### config.mk
export PLATFORM = sky130hd
export DESIGN_NAME = disp_scan_sched
export DESIGN_NICKNAME = d
export VERILOG_FILES = /design/src/rtl/disp_pkg.sv /design/src/rtl/bcd7seg.sv /design/src/rtl/disp_scan_sched.sv
export SDC_FILE = /design/constraint.sdc
export NUM_CORES = 1
export LEC_CHECK = 0
export CAP_MARGIN = 20
export CORE_ASPECT_RATIO = 0.6
export CORE_MARGIN = 3
export CORE_UTILIZATION = 40
export CTS_CLUSTER_DIAMETER = 50
export DETAILED_ROUTE_END_ITERATION = 16
export PLACE_DENSITY_LB_ADDON = 0.15
export SLEW_MARGIN = 20
export SYNTH_ARGS = -nofsm -noshare
export SYNTH_HDL_FRONTEND = slang
export SYNTH_SLANG_ARGS = --single-unit
### constraint.sdc
create_clock -name clk -period 3.1 [get_ports clk]
set_input_delay 0.31 -clock clk [delete_from_list [all_inputs] [get_ports clk]]
set_output_delay 0.31 -clock clk [all_outputs]
set_load 0.005 [all_outputs]
### src/rtl/disp_pkg.sv
// rtl/disp_pkg.sv - shared seven-segment codes, display constants and arbiter states
package disp_pkg;

  // Active-low segment codes, bit 7 = dp (unlit), bits 6:0 = g..a
  localparam logic [7:0] SEG_D0    = 8'hC0;
  localparam logic [7:0] SEG_D1    = 8'hF9;
  localparam logic [7:0] SEG_D2    = 8'hA4;
  localparam logic [7:0] SEG_D3    = 8'hB0;
  localparam logic [7:0] SEG_D4    = 8'h99;
  localparam logic [7:0] SEG_D5    = 8'h92;
  localparam logic [7:0] SEG_D6    = 8'h82;
  localparam logic [7:0] SEG_D7    = 8'hF8;
  localparam logic [7:0] SEG_D8    = 8'h80;
  localparam logic [7:0] SEG_D9    = 8'h90;
  localparam logic [7:0] SEG_DASH  = 8'hBF;
  localparam logic [7:0] SEG_BLANK = 8'hFF;
  localparam logic [5:0] SEL_OFF   = 6'h3F;

  typedef enum logic [1:0] {
    ST_STATUS     = 2'd0,
    ST_ALERT_PEND = 2'd1,
    ST_ALERT      = 2'd2
  } arb_state_t;

  // Leading-zero blank mask: walk down from digit 5, blanking zero digits
  // until a non-zero digit or a lit dp is met. Digit 0 always stays visible.
  function automatic logic [5:0] lz_mask(input logic [23:0] bcd,
                                         input logic [5:0]  dp,
                                         input logic        en);
    logic       lead;
    logic [5:0] mask;
    lead = en;
    mask = '0;
    for (int i = 5; i >= 1; i--) begin
      if (lead && (bcd[4*i +: 4] == 4'd0) && !dp[i]) mask[i] = 1'b1;
      else                                            lead    = 1'b0;
    end
    return mask;
  endfunction

endpackage

### src/rtl/bcd7seg.sv
// rtl/bcd7seg.sv - combinational BCD plus decimal point to active-low segment decoder
module bcd7seg
  import disp_pkg::*;
(
  input  logic [3:0] i_bcd,
  input  logic       i_dp,
  output logic [7:0] o_seg
);

  logic [7:0] w_code;

  // Digit lookup; non-decimal codes render as a dash
  always_comb begin
    case (i_bcd)
      4'd0:    w_code = SEG_D0;
      4'd1:    w_code = SEG_D1;
      4'd2:    w_code = SEG_D2;
      4'd3:    w_code = SEG_D3;
      4'd4:    w_code = SEG_D4;
      4'd5:    w_code = SEG_D5;
      4'd6:    w_code = SEG_D6;
      4'd7:    w_code = SEG_D7;
      4'd8:    w_code = SEG_D8;
      4'd9:    w_code = SEG_D9;
      default: w_code = SEG_DASH;
    endcase
  end

  assign o_seg = {w_code[7] & ~i_dp, w_code[6:0]};

endmodule

### src/rtl/disp_scan_sched.sv
// rtl/disp_scan_sched.sv - 6-digit display scan scheduler with status/alert source arbiter
module disp_scan_sched
  import disp_pkg::*;
#(
  parameter int SCAN_DIV    = 1000,
  parameter int BLANK_CYC   = 50,
  parameter int HOLD_FRAMES = 500
) (
  input  logic        clk,
  input  logic        rst_n,
  input  logic [23:0] status_bcd,
  input  logic [5:0]  status_dp,
  input  logic        status_lz_en,
  input  logic        alert_req,
  input  logic [23:0] alert_bcd,
  input  logic [5:0]  alert_dp,
  output logic        alert_ack,
  output logic        alert_busy,
  output logic [5:0]  sel,
  output logic [7:0]  seg,
  output logic        frame_tick
);

  localparam int CNT_W  = (SCAN_DIV > 1) ? $clog2(SCAN_DIV) : 1;
  localparam int HOLD_W = $clog2(HOLD_FRAMES + 1);
  localparam logic [CNT_W-1:0]  CNT_LAST  = CNT_W'(SCAN_DIV - 1);
  localparam logic [CNT_W-1:0]  BLANK_END = CNT_W'(BLANK_CYC);
  localparam logic [HOLD_W-1:0] HOLD_LAST = HOLD_W'(HOLD_FRAMES);

  logic [CNT_W-1:0]  r_cnt;
  logic [2:0]        r_idx;
  arb_state_t        r_state;
  logic [HOLD_W-1:0] r_hold;
  logic [23:0]       r_abuf_bcd;
  logic [5:0]        r_abuf_dp;
  logic [23:0]       r_snap_bcd;
  logic [5:0]        r_snap_dp;
  logic [5:0]        r_snap_blank;
  logic [5:0]        r_sel;
  logic [7:0]        r_seg;
  logic              r_ack;
  logic              r_busy;
  logic              r_tick;

  logic              w_slot_end;
  logic              w_frame_end;
  logic [CNT_W-1:0]  w_cnt_nxt;
  logic [2:0]        w_idx_nxt;
  logic [HOLD_W-1:0] w_hold_inc;
  logic              w_expire;
  logic              w_load_status;
  logic              w_load_alert;
  logic [23:0]       w_snap_bcd_nxt;
  logic [5:0]        w_snap_dp_nxt;
  logic [5:0]        w_snap_blank_nxt;
  logic [7:0]        w_dec_seg;
  logic [5:0]        w_sel_on;

  assign w_slot_end  = (r_cnt == CNT_LAST);
  assign w_frame_end = w_slot_end && (r_idx == 3'd0);
  assign w_cnt_nxt   = w_slot_end ? '0 : r_cnt + CNT_W'(1);
  assign w_idx_nxt   = !w_slot_end ? r_idx : ((r_idx == 3'd0) ? 3'd5 : r_idx - 3'd1);
  assign w_hold_inc  = r_hold + HOLD_W'(1);

  assign w_expire      = (r_state == ST_ALERT) && w_frame_end && (w_hold_inc == HOLD_LAST);
  assign w_load_status = w_frame_end && ((r_state == ST_STATUS) || w_expire);
  assign w_load_alert  = w_frame_end && (r_state == ST_ALERT_PEND);

  // Content for the upcoming cycle: only replaced at a frame boundary, so a frame never tears
  always_comb begin
    w_snap_bcd_nxt   = r_snap_bcd;
    w_snap_dp_nxt    = r_snap_dp;
    w_snap_blank_nxt = r_snap_blank;
    if (w_load_status) begin
      w_snap_bcd_nxt   = status_bcd;
      w_snap_dp_nxt    = status_dp;
      w_snap_blank_nxt = lz_mask(status_bcd, status_dp, status_lz_en);
    end else if (w_load_alert) begin
      w_snap_bcd_nxt   = r_abuf_bcd;
      w_snap_dp_nxt    = r_abuf_dp;
      w_snap_blank_nxt = '0;
    end
  end

  bcd7seg u_dec (
    .i_bcd (w_snap_bcd_nxt[{w_idx_nxt, 2'b00} +: 4]),
    .i_dp  (w_snap_dp_nxt[w_idx_nxt]),
    .o_seg (w_dec_seg)
  );

  assign w_sel_on = ~(6'b000001 << w_idx_nxt);

  // Slot/digit counters and pin drivers, registered from next-cycle values so pins track cnt
  always_ff @(posedge clk or negedge rst_n) begin
    if (!rst_n) begin
      r_cnt  <= '0;
      r_idx  <= 3'd5;
      r_sel  <= SEL_OFF;
      r_seg  <= SEG_BLANK;
      r_tick <= 1'b0;
    end else begin
      r_cnt  <= w_cnt_nxt;
      r_idx  <= w_idx_nxt;
      r_tick <= w_frame_end;
      if (w_cnt_nxt < BLANK_END) begin
        r_sel <= SEL_OFF;
        r_seg <= SEG_BLANK;
      end else begin
        r_sel <= w_sel_on;
        r_seg <= w_snap_blank_nxt[w_idx_nxt] ? SEG_BLANK : w_dec_seg;
      end
    end
  end

  // Source arbiter: accept alerts only while showing status, hold them for whole frames
  always_ff @(posedge clk or negedge rst_n) begin
    if (!rst_n) begin
      r_state      <= ST_STATUS;
      r_hold       <= '0;
      r_abuf_bcd   <= '0;
      r_abuf_dp    <= '0;
      r_snap_bcd   <= '0;
      r_snap_dp    <= '0;
      r_snap_blank <= 6'h3F;
      r_ack        <= 1'b0;
      r_busy       <= 1'b0;
    end else begin
      r_ack        <= 1'b0;
      r_snap_bcd   <= w_snap_bcd_nxt;
      r_snap_dp    <= w_snap_dp_nxt;
      r_snap_blank <= w_snap_blank_nxt;
      case (r_state)
        ST_STATUS: begin
          if (alert_req) begin
            r_ack      <= 1'b1;
            r_busy     <= 1'b1;
            r_abuf_bcd <= alert_bcd;
            r_abuf_dp  <= alert_dp;
            r_state    <= ST_ALERT_PEND;
          end
        end
        ST_ALERT_PEND: begin
          if (w_frame_end) begin
            r_hold  <= '0;
            r_state <= ST_ALERT;
          end
        end
        ST_ALERT: begin
          if (w_frame_end) begin
            r_hold <= w_hold_inc;
            if (w_expire) begin
              r_busy  <= 1'b0;
              r_state <= ST_STATUS;
            end
          end
        end
        default: r_state <= ST_STATUS;
      endcase
    end
  end

  assign sel        = r_sel;
  assign seg        = r_seg;
  assign alert_ack  = r_ack;
  assign alert_busy = r_busy;
  assign frame_tick = r_tick;

endmodule

==> results of run 1 <==
[worst paths after layout]
check | endpoint | slack [ps] | cells after the start
max | seg[4] | -30 | 14
min | r_abuf_bcd[17] | -4 | 1
max reg2reg | seg[4] | -30 | 14
min reg2reg | r_snap_blank[4] | 490 | 2
max in group asynchronous | r_idx[0] | 2300 | 2
min in group clk | r_snap_blank[4] | 490 | 2
[metrics by stage]
step | utilization | total power [uW] | instances | instance area [um2] | TNS [ps]
2_1_floorplan | - | 1580 | 538 | 5410 | 0
3_3_place_gp | 0.520 | 1730 | 818 | 6770 | 0
3_5_place_dp | 0.520 | 1740 | 818 | 6770 | -289
4_1_cts | 0.545 | 2890 | 835 | 7090 | 0
5_1_grt | 0.558 | 2970 | 841 | 7270 | -671
6_report | 0.558 | 2870 | 841 | 7270 | -32.1
[placed cells by master (no fill, tap or decap), drive strengths merged, types with 3 or more instances in the layout]
cell type and count:
dfrtp 85, clkdlybuf4s50 79, buf 64, nor2 61, nand2 47, o21ai 42, a21oi 35, mux2 31
mux2i 26, dfstp 22, inv 19, nand3 17, nor3 13, clkbuf 10, o211ai 8, ha 8
and3 6, xor2 6, or4 6, a31oi 6, o22ai 5, o31ai 5, and2 4, and4b 4
nand4 4, xnor2 4, nor2b 3, nor4 3, o21a 3, and4 3, o2111ai 3, clkinv 3
[kinds of logic (layout without fill, tap and decap cells)]
kind of cell,after synthesis,in the layout,share of synthesized area
compound gates,129,129,0.151
xor+xnor,10,10,0.0162
fa+ha+maj,8,8,0.0185
buf+inv,43,176,0.0331
flops,107,107,0.500
mux,57,57,0.113
simple gates,184,184,0.168
[what timing repair did]
item | CTS | global route
resized for setup | 3 | 33
setup buffers | 1 | 8
gates cloned | 0 | 0
pin swaps | 2 | 15
endpoints found under the setup margin | 4 | 8
[power groups by stage]
stage	logic, uW	clock network, uW	registers (uW)
3_3_place_gp	228	0	1500
2_1_floorplan	84.4	0	1490
5_1_grt	269	1220	1490
4_1_cts	236	1170	1480
6_report	246	1150	1480
3_5_place_dp	232	0	1510
[registers in the layout, indices dropped and copies added, names as in the netlist]
name / flops
r_snap_blank: 6
r_snap_bcd: 24
alert_ack: 1
alert_busy: 1
r_abuf_bcd: 24
r_snap_dp: 6
r_cnt: 10
r_abuf_dp: 6
r_hold: 9
frame_tick: 1
r_idx: 3
sel: 6
r_state: 2
seg: 8
[routing by layer]
| layer | up-vias | track usage |
|---|---|---|
| met1 | 2301 | 0.344 |
| li1 | 2197 | - |
| met4 | 0 | 0.0379 |
| met5 | - | 0 |
| met3 | 8 | 0.0499 |
| met2 | 165 | 0.269 |
[layout make-up]
class	count	area [um2]
timing repair buffer	143	1320
multi-input combinational	388	2670
clock inverter	6	56.3
sequential	107	2710
clock buffer	10	239
inverter	17	63.8
fill	1138	5750
tap	170	213
==> out/results.tsv, run 1 <==
stage	metric	value	unit
synth	synthArstFlopShare	1.00	
sta	whs	-4.13	ps
route	wl	15800	um
floorplanning	io_pins	81	
route	met2WireLength	6280	um
synth	synthCells	538	
floorplanning	core_area	13000	um2
clock_tree	htree_levels	3	
layout	fin_nets	738	
synth	synth_top_area_share	0.393	
synth	synthesis.nets	610	
route	met1_length	8320	um
synth	synth-edff-count	0	
route	wl_met3	1110	um
sta	drv_slew	0	
synth	synth_flop_cell	dfrtp_1	
placed_design	gp_congestion	0.887	
floorplanning	die_area	15000	um2
synth	synth_area_leaders	dfrtp_1 39%, dfstp_2 11%, mux2_2 6.5%	
layout	diodes	0	
setup_path	worst-path-max-fanout	4	
sta	min_period_over_period	1.01	
global_route	antenna_found_initial	0	
route	ant_nets	0	
global_route	gr-total-overflow	0	
pwr	ir_worst_vdd	0.230	mV
layout	area_delta_synth_final	34.3	%
clock_tree	root_buffer	clkbuf_16	
setup_path	start_kind	register	
setup_path	crit_path_end_kind	register	
synth	yosysSeqAreaShare	0.500	
synth	yosys-top-cells-count	85 x dfrtp_1, 61 x nor2_1, 47 x nand2_1	
setup_path	cpMostUsedCell	buf_4	
outcome	violations	hold timing, setup timing	
pwr	p_leak	0.00327	uW
pwr	p_int	2180	uW
pwr	power_frac_comb	0.086	
setup_path	critPathTopFamily	compound AO/OA/AOI/OAI gates	
pwr	switching_share	0.242	
setup_path	max_stage_delay	440	ps
placed_design	place.detailed.hpwl	11700	um
placed_design	port_buffers	80	
flow_run	maxCapViolCount	0	
clock_tree	cts.path.max_buffers	2	
pwr	sequentialPowerShare	0.516	
clock_tree	clk_pin_slew	80	ps
floorplanning	start_util	0.416	
floorplanning	die_x	156	um
sta	finalCriticalPeriod	3130	ps
route	vias_per_cell	5.55	
pwr	p_sw	694	uW
route	wire_per_inst	18.8	um
clock_tree	clkLatencyLatePin	350	ps
route	topRoutingLayerUsed	met4	
sta	fin_skew	13.6	ps
global_route	grt_max_degree	59	
placed_design	dp_slack	-102	ps
setup_path	startpoint	r_hold[0]	
sta	setup_ws	-32.1	ps
floorplanning	die_y	96.1	um
synth	syn_area	5410	um2
setup_path	crit_required	3350	ps
sta	final_hold_viol_count	2	
synth	postSynthAreaPerCell	10.1	um2
sta	setup_viol	1	
setup_path	crit_buf_inv	2	
pwr	pwr_density_cell	395	nW/um2
sta	max_slew_margin	0.538	
global_route	grt_util_all_layers	0.208	
clock_tree	hold_buffers	0	
sta	worst_slew_pin_slew	693	ps
synth	synth_seq_cells	107	
route	drt_iter0_drc	327	
worst_hold_path	hold_path_class	input port to async pin	
clock_tree	clock_sink_count	107	
clock_tree	cts_buffers	9	
outcome	status	finished with violations	
synth	ys_types	65	
setup_path	path_cells	ha_2, nand2_2, or4_4, a221oi_4, o21ai_2, a21oi_2, buf_4, o2111ai_2, o31ai_4, nor2_4, buf_4, ha_1, nor3b_1, o31ai_2	
synth	yosys.cell_count.top_type	dfrtp_1	
pwr	p_clk_frac	0.399	
setup_path	path_class	register to register	
sta	rsz0062_at_grt	yes	
setup_path	critPathSlowestCell	or4_4	
synth	yosys.area.top_type	dfrtp_1	
global_route	grt_pass1_wl	23900	um
synth	ys_warn_count	0	
clock_tree	cts_tree	yes	
global_route	grt_pass1_vias	4285	
setup_path	cp.arrival	3380	ps
sta	fmax	0.319	GHz
floorplanning	rows	32	
route	dr_total_vias	4671	
layout	drive_above_1_share	0.246	
route	first_pass_iters	5	
setup_path	r2r-start	r_hold[0]	
route	drc_errors	0	
Note: power is estimated with default switching activity, not from simulation.
==> inputs of run 2 (changes only) <==
CTS_CLUSTER_SIZE = 20   (was default)
==> results of run 2 <==
Same layout as run 1: the final DEF is identical, and so are final timing and power.
